**config.mk**
```make
export PLATFORM = sky130hd
export DESIGN_NAME = pool_requant_buffer
export DESIGN_NICKNAME = d
export VERILOG_FILES = /design/src/rtl/pool_requant_buffer.sv
export SDC_FILE = /design/constraint.sdc
export NUM_CORES = 1
export LEC_CHECK = 0
export ABC_AREA = 1
export BUFFER_PORTS_ARGS = -buffer_cell sky130_fd_sc_hd__buf_2
export CAP_MARGIN = 40
export CORE_ASPECT_RATIO = 2
export CORE_MARGIN = 2
export CORE_UTILIZATION = 50
export DETAILED_ROUTE_END_ITERATION = 8
export PLACE_DENSITY = 0.79
export REMOVE_ABC_BUFFERS = 1
export SLEW_MARGIN = 5
export SYNTH_ARGS = -nofsm -noshare
export SYNTH_HDL_FRONTEND = slang
export SYNTH_SLANG_ARGS = --single-unit
export TNS_END_PERCENT = 30
```
**constraint.sdc**
```tcl
create_clock -name clk -period 2 [get_ports clk]
set_input_delay 0.1 -clock clk [delete_from_list [all_inputs] [get_ports clk]]
set_output_delay 0.1 -clock clk [all_outputs]
set_load 0.005 [all_outputs]
```
**src/rtl/pool_requant_buffer.sv**
```systemverilog
// Requantizes 2x2 average-pool window sums (divide by 4, round, saturate) and
// buffers them in a first-word-fall-through FIFO with end-of-frame tagging.
module pool_requant_buffer #(
  parameter int IN_WIDTH   = 6,
  parameter int OUT_WIDTH  = 4,
  parameter int FIFO_DEPTH = 8,
  parameter int POOL_W     = 16,
  parameter int POOL_H     = 16,
  parameter int ROUND      = 1
) (
  input  logic                 clk,
  input  logic                 rst,
  input  logic [IN_WIDTH-1:0]  din,
  input  logic                 din_valid,
  output logic                 din_ready,
  output logic [OUT_WIDTH-1:0] dout,
  output logic                 dout_valid,
  input  logic                 dout_ready,
  output logic                 dout_last,
  output logic                 overflow
);

  localparam int AW    = $clog2(FIFO_DEPTH);
  localparam int CNT_W = AW + 1;
  localparam int CW    = (POOL_W > 1) ? $clog2(POOL_W) : 1;
  localparam int RW    = (POOL_H > 1) ? $clog2(POOL_H) : 1;
  localparam int SW    = IN_WIDTH + 1;

  localparam logic [SW-1:0]    ROUND_ADD = (ROUND != 0) ? SW'(2) : '0;
  localparam logic [SW-1:0]    Q_MAX     = SW'((1 << OUT_WIDTH) - 1);
  localparam logic [CNT_W-1:0] DEPTH     = CNT_W'(FIFO_DEPTH);
  localparam logic [CNT_W-1:0] READY_MAX = CNT_W'(FIFO_DEPTH - 2);
  localparam logic [CW-1:0]    COL_LAST  = CW'(POOL_W - 1);
  localparam logic [RW-1:0]    ROW_LAST  = RW'(POOL_H - 1);

  typedef struct packed {
    logic                 last;
    logic [OUT_WIDTH-1:0] q;
  } entry_t;

  entry_t           mem [FIFO_DEPTH];
  logic [AW-1:0]    wr_ptr, rd_ptr;
  logic [CNT_W-1:0] count;
  logic [CW-1:0]    col_cnt;
  logic [RW-1:0]    row_cnt;

  logic [SW-1:0] sum, shifted;
  logic          at_last, full, push, pop, drop;
  entry_t        wr_entry, head;

  always_comb begin
    sum        = {1'b0, din} + ROUND_ADD;
    shifted    = sum >> 2;
    at_last    = (col_cnt == COL_LAST) && (row_cnt == ROW_LAST);
    wr_entry.q    = (shifted > Q_MAX) ? '1 : shifted[OUT_WIDTH-1:0];
    wr_entry.last = at_last;

    full       = (count == DEPTH);
    dout_valid = (count != '0);
    pop        = dout_valid && dout_ready;
    // A full FIFO still accepts a pulse when the head leaves in the same cycle.
    push       = din_valid && (!full || pop);
    drop       = din_valid && full && !pop;
    din_ready  = (count <= READY_MAX);

    head       = mem[rd_ptr];
    dout       = dout_valid ? head.q : '0;
    dout_last  = dout_valid && head.last;
  end

  // NOTE: the storage array has no reset; stale words are unreachable because
  // the pointers and count are reset, and leaving it out keeps it a plain RAM.
  always_ff @(posedge clk) begin
    if (push) mem[wr_ptr] <= wr_entry;
  end

  // NOTE: all sequential state uses non-blocking assignments so every register
  // samples pre-edge values regardless of statement order.
  always_ff @(posedge clk) begin
    if (rst) begin
      wr_ptr   <= '0;
      rd_ptr   <= '0;
      count    <= '0;
      col_cnt  <= '0;
      row_cnt  <= '0;
      overflow <= 1'b0;
    end else begin
      if (push) wr_ptr <= wr_ptr + 1'b1;
      if (pop)  rd_ptr <= rd_ptr + 1'b1;
      case ({push, pop})
        2'b10:   count <= count + 1'b1;
        2'b01:   count <= count - 1'b1;
        default: count <= count;
      endcase
      if (drop) overflow <= 1'b1;
      // Frame position tracks every pulse, dropped or not, to stay aligned.
      if (din_valid) begin
        if (at_last) begin
          col_cnt <= '0;
          row_cnt <= '0;
        end else if (col_cnt == COL_LAST) begin
          col_cnt <= '0;
          row_cnt <= row_cnt + 1'b1;
        end else begin
          col_cnt <= col_cnt + 1'b1;
        end
      end
    end
  end

endmodule

```
==> flow_metrics.env, run 1 <==
export IMPL_outcome="finished clean"
export IMPL_fp_dieH_um=109
export IMPL_yosys_warnings=0
export IMPL_cts_sinks=62
export IMPL_maxCapViolCount=0
export IMPL_track_usage_pct=18.3
export IMPL_wl_per_cell_um=13.8
export IMPL_crit_chain="nor3_1 > nand3b_1 > nand2_1 > inv_1 > nand2_1 > nor2_1"
export IMPL_hold_end="overflow$_SDFFE_PP0P_"
export IMPL_post_cts_setup_buffers=0
export IMPL_cp_required_ns=1.98
export IMPL_wirelength_um=5120
export IMPL_worstPathArrival_ns=1.75
export IMPL_dp_hpwl_um=3730
export IMPL_syn_cell_area_sq_um=2760
export IMPL_max_clock_freq_mhz=564
export IMPL_synth_area_mux_share_pct=1.82
export IMPL_dp_cells=355
export IMPL_hold_path_class="primary input to flop"
export IMPL_grt_max_degree=21
export IMPL_worst_setup_path_end_kind="flop"
export IMPL_synth_top_family_by_area="simple AND/OR/NAND/NOR gates"
export IMPL_synthToLayoutAreaGrowth_pct=10.6
export IMPL_postSynthCellCount=284
export IMPL_cts_root_buf="clkbuf_8"
export IMPL_final_nets=322
export IMPL_grt_pass1_vias=1900
export IMPL_portBuffers=16
export IMPL_slowest_delay_ns=0.43
export IMPL_htree_levels=3
export IMPL_reg2reg_from="count[0]$_SDFFE_PP0P_"
export IMPL_cts_buffers=9
export IMPL_synth_top_area_share_pct=43.6
export IMPL_p_leak_nw=1.20
export IMPL_hp_start="rst"
export IMPL_totalNegativeSetupSlack_ns=0
export IMPL_period_share_pct=88.7
export IMPL_synth_xor_area_share_pct=1.59
export IMPL_ys_seq_area_share_pct=59.6
export IMPL_cts_hold_buffers_added=0
export IMPL_diodes=0
export IMPL_fp_row_count=38
export IMPL_synth_compound_area_share_pct=10.3
export IMPL_post_route_drc_count=0
export IMPL_ys_ff_latch=62
export IMPL_dr_pass1_iters=4
export IMPL_critPathSlowestCell="dfxtp_1"
export IMPL_drive_gt1_share_pct=14.1
export IMPL_clk_pin_slew_ns=0.07
export IMPL_crit_type="flop to flop"
export IMPL_stdcell_count=371
export IMPL_cts_tree="yes"
export IMPL_vdd_drop_max_uv=909
export IMPL_grt_ovfl_total=0
export IMPL_vias_per_cell=5.38
export IMPL_antenna_found_initial=0
export IMPL_slew_limit_headroom_pct=68.2
export IMPL_gp_congestion=0.783
export IMPL_clockBufferDepth=2
export IMPL_synth_area_leaders="edfxtp_1 44%, dfxtp_1 16%, nor2_1 7.6%, o21ai_0 6.4%, nand2_1 4.8%"
export IMPL_reg2reg_depth=6
export IMPL_min_path_cells=2
export IMPL_synth_adder_area_share_pct=2.72
export IMPL_slew_viol_final=0
export IMPL_r2r_slack_ns=0.23
export IMPL_clk_latency_ns=0.34
export IMPL_grt_pass1_wl_um=8230
export IMPL_yosysUniqueCellTypes=30
export IMPL_setup_viol=0
export IMPL_avgSynthCellArea_sq_um=9.70
export IMPL_tightest_slew_ns=0.476
export IMPL_synth_simple_area_share_pct=19.1
export IMPL_power_density_nw_per_um2=1160
export IMPL_rsz0062_at_grt="no"
export IMPL_dieArea_sq_um=6160
export IMPL_yosysTopAreaCell="edfxtp_1"
export IMPL_clock_skew_ns=0.00575
export IMPL_post_route_min_period_ns=1.77
export IMPL_crit_fanout=6
export IMPL_reg2reg_to="mem[0][4]$_DFFE_PP_"
export IMPL_initial_core_util_pct=51.3
export IMPL_hold_violations=0
export IMPL_drt_iter0_markers=73
export IMPL_path_common_cell="nand2_1"
export IMPL_ios=18
export IMPL_die_w_um=56.5
export IMPL_drtAntennaViolNets=0
export IMPL_vias=1997
export IMPL_core_sq_um=5370
export IMPL_critical_path_startpoint_type="flop"
==> registers in the layout, summed over array words and instances (netlist names), named ones only <==
signal	cells
rd_ptr	3
count	4
row_cnt	4
mem	40
col_cnt	4
wr_ptr	3
overflow	1
==> where the power goes <==
part / switching, W / internal, W
sequential: 0.000127 / 0.00148
clock: 0.000461 / 0.000438
combinational: 0.000641 / 0.000397
==> metrics by stage <==
stage / total power, W / worst slack (ns) / util, % / hold slack (ns) / instance area (sq um)
after detailed placement: 0.00268 / 0.239 / 53.7 / 0.430 / 2890
final: 0.00354 / 0.227 / 56.7 / 0.0848 / 3050
after global routing: 0.00380 / 0.0471 / 56.7 / 0.0793 / 3050
after floorplan: 0.00233 / 0.470 / - / 0.169 / 2720
after global placement: 0.00264 / 0.293 / 53.7 / 0.426 / 2890
after CTS: 0.00357 / 0.0861 / 56.7 / 0.0738 / 3050
==> cells in the final DEF (no fill, tap or decap), drive strengths merged, types with 5 or more instances in the layout <==
cell,count
clkbuf,11
buf,18
nor2,59
o22ai,5
dfxtp,22
ha,6
o21ai,36
a21oi,13
mux2i,5
nand3,13
nand2,37
inv,25
edfxtp,40
==> area by class of cell <==
type,count,area (sq um)
multi-input cells,190,980
well taps,60,75.1
fillers,478,2330
flip-flops and latches,62,1640
inverters,25,96.3
clock buffers,11,131
repair buffers,18,95.1
clock inverters,5,26.3
==> metal layers <==
metal,GRT usage (%),up-vias,part of all wire (%)
met5,0,-,0
met4,9.35,0,2.3
met3,5.22,8,3.2
met2,36.0,30,60
met1,15.8,946,35
li1,-,1013,-
==> critical path: cells and delay by family (launching register included) <==
family | cells | cell delay [ns]
DFF | 1 | 0.43
and+or+nand+nor | 5 | 0.88
buffers and inverters | 1 | 0.10
==> Yosys cell counts, drive strengths merged <==
master and number:
nor2 59, edfxtp 40, nand2 37, o21ai 36, inv 25, dfxtp 22, a21oi 13, nand3 13
ha 6, mux2i 5, o22ai 5, buf 4, nor3 4, xor2 4, clkbuf 3, nand4 3
nand3b 2, and3 1, or2 1, xnor2 1
==> worst max path at each step <==
stage	from	to	slack, ns	cells after the start
after floorplan	count[0]$_SDFFE_PP0P_	count[2]$_SDFFE_PP0P_	0.47	12
after global placement	count[1]$_SDFFE_PP0P_	mem[4][2]$_DFFE_PP_	0.29	6
after detailed placement	count[1]$_SDFFE_PP0P_	mem[4][2]$_DFFE_PP_	0.24	6
after CTS	flop	dout[0]	0.09	5
after global routing	flop	dout[0]	0.05	8
final	count[0]$_SDFFE_PP0P_	mem[0][4]$_DFFE_PP_	0.23	6
==> cell families (layout without fill, tap and decap cells) <==
logic type                 count (synthesis)  in the layout
buffers and inverters                     32             59
AOI/OAI and AO/OA                         54             54
and+or+nand+nor                          120            120
DFF                                       62             62
xor gates and xnor gates                   5              5
adders and majority gates                  6              6
muxes                                      5              5
==> repair_timing <==
action | 4_1_cts | 5_1_grt
endpoints found under the hold margin | 0 | 0
setup endpoints to repair | 0 | 2
resized for setup | 0 | 1
Power figures use the tool's default switching activity.
==> run 2, diff against run 1 <==
--- a/config.mk
+++ b/config.mk
@@ -13,7 +13,6 @@
 export CORE_UTILIZATION = 50
 export DETAILED_ROUTE_END_ITERATION = 8
 export PLACE_DENSITY = 0.79
-export REMOVE_ABC_BUFFERS = 1
 export SLEW_MARGIN = 5
 export SYNTH_ARGS = -nofsm -noshare
 export SYNTH_HDL_FRONTEND = slang
==> flow_metrics.env, run 2 (synthesis results as in run 1) <==
export IMPL_cts_sinks=62
export IMPL_min_path_cells=2
export IMPL_hold_path_class="primary input to flop"
export IMPL_crit_fanout=11
export IMPL_slew_viol_final=0
export IMPL_grt_pass1_vias=1996
export IMPL_vias=1994
export IMPL_grt_pass1_wl_um=8550
export IMPL_dp_cells=357
export IMPL_fin_area_sq_um=3070
export IMPL_hp_start="rst"
export IMPL_drtAntennaViolNets=0
export IMPL_p_leak_nw=1.21
export IMPL_clockBufferDepth=2
export IMPL_synthToLayoutAreaGrowth_pct=11.5
export IMPL_drt_iter0_markers=39
export IMPL_diodes=0
export IMPL_cp_required_ns=2.23
export IMPL_core_sq_um=5370
export IMPL_finalWorstSetupSlack_ns=0.255
export IMPL_cts_hold_buffers_added=0
export IMPL_placed_area_sq_um=2900
export IMPL_clock_skew_ns=0.00626
export IMPL_power_density_nw_per_um2=1180
export IMPL_track_usage_pct=18.7
export IMPL_fp_dieH_um=109
export IMPL_wirelength_um=5030
export IMPL_clk_pin_slew_ns=0.06
export IMPL_dp_hpwl_um=3780
export IMPL_hold_end="col_cnt[3]$_SDFFE_PP0P_"
export IMPL_tightest_slew_ns=0.468
export IMPL_slew_limit_headroom_pct=68.7
export IMPL_drive_gt1_share_pct=14.1
export IMPL_htree_levels=3
export IMPL_final_nets=324
export IMPL_period_share_pct=87.3
export IMPL_cts_tree="yes"
export IMPL_portBuffers=16
export IMPL_cts_root_buf="clkbuf_8"
export IMPL_syn_nets=300
export IMPL_ios=18
export IMPL_largest_reg_flops=40
export IMPL_post_route_drc_count=0
export IMPL_gp_congestion=0.748
export IMPL_layout_commonest_cell="nor2_1"
export IMPL_antenna_found_initial=0
export IMPL_regMostFlops="mem"
export IMPL_max_clock_freq_mhz=573
export IMPL_wl_per_cell_um=13.5
export IMPL_clk_latency_ns=0.33
export IMPL_maxCapViolCount=0
export IMPL_ctsResizeCount=0
export IMPL_reg2reg_to="count[2]$_SDFFE_PP0P_"
export IMPL_worstPathArrival_ns=1.97
export IMPL_critical_path_startpoint_type="flop"
export IMPL_setup_viol=0
export IMPL_hold_violations=0
export IMPL_dieArea_sq_um=6160
export IMPL_stdcell_count=373
export IMPL_post_route_min_period_ns=1.75
export IMPL_reg2reg_from="count[0]$_SDFFE_PP0P_"
export IMPL_grt_max_degree=21
export IMPL_post_place_ws_ns=0.256
export IMPL_outcome="finished clean"
export IMPL_totalNegativeSetupSlack_ns=0
export IMPL_crit_type="flop to flop"
export IMPL_r2r_slack_ns=0.25
export IMPL_fp_row_count=38
export IMPL_vias_per_cell=5.35
export IMPL_hold_slack_ns=0.0913
export IMPL_post_cts_setup_buffers=0
export IMPL_initial_core_util_pct=51.3
export IMPL_final_cell_mix="56 x nor2_1, 40 x edfxtp_1, 35 x o21ai_0, 35 x nand2_1"
export IMPL_dr_pass1_iters=4
export IMPL_grt_ovfl_total=0
export IMPL_vdd_drop_max_uv=1070
export IMPL_worst_setup_path_end_kind="flop"
export IMPL_reg2reg_depth=12
export IMPL_die_w_um=56.5
export IMPL_rsz0062_at_grt="no"
export IMPL_cts_buffers=9
## run 2: metal layers
metal  vias to the layer above  GRT usage (%)  routed length (um)
li1                       1013              -                   -
met1                       927           16.4                1840
met2                        38           36.0                2900
met3                        16           4.27                 139
met4                         0           12.4                 154
met5                         -              0                   0
## run 2: final cells by class
type	instances	area, sq um
Inverter	25	96.3
Timing Repair Buffer	20	108
Fill cell	467	2300
Multi-Input combinational cell	190	980
Clock buffer	15	166
Clock inverter	1	5.00
Tap cell	60	75.1
Sequential cell	62	1640
## run 2: power breakdown
part	switching, W	internal (W)	leakage [nW]
Combinational	0.000687	0.000406	0.576
Clock	0.000430	0.000518	0.0877
Sequential	0.000100	0.00147	0.550
## run 2: worst max-delay path by stage
stage,end,from,cells after the start,slack [ns]
floorplan,count[2]$_SDFFE_PP0P_,count[0]$_SDFFE_PP0P_,13,0.45
global placement,count[2]$_SDFFE_PP0P_,count[0]$_SDFFE_PP0P_,12,0.34
detailed placement,mem[4][3]$_DFFE_PP_,count[0]$_SDFFE_PP0P_,6,0.26
CTS,dout[1],flop,6,0.23
global route,dout[1],flop,8,0.04
finish,count[2]$_SDFFE_PP0P_,count[0]$_SDFFE_PP0P_,12,0.25
## run 2: worst max-delay path, stage by stage (launching register included)
cell     delay [ns]
dfxtp_1        0.43
nor2_2         0.09
nand2_2        0.20
nand3_4        0.17
xor2_1         0.17
inv_1          0.06
ha_1           0.17
inv_1          0.05
nand2_1        0.08
nand2_1        0.07
nand3_1        0.07
nand2_1        0.06
inv_1          0.03
## run 2: through the flow
step | power [W] | util [%]
floorplan | 0.00241 | -
global placement | 0.00265 | 53.9
detailed placement | 0.00269 | 54.0
CTS | 0.00364 | 57.2
global route | 0.00387 | 57.2
finish | 0.00362 | 57.2
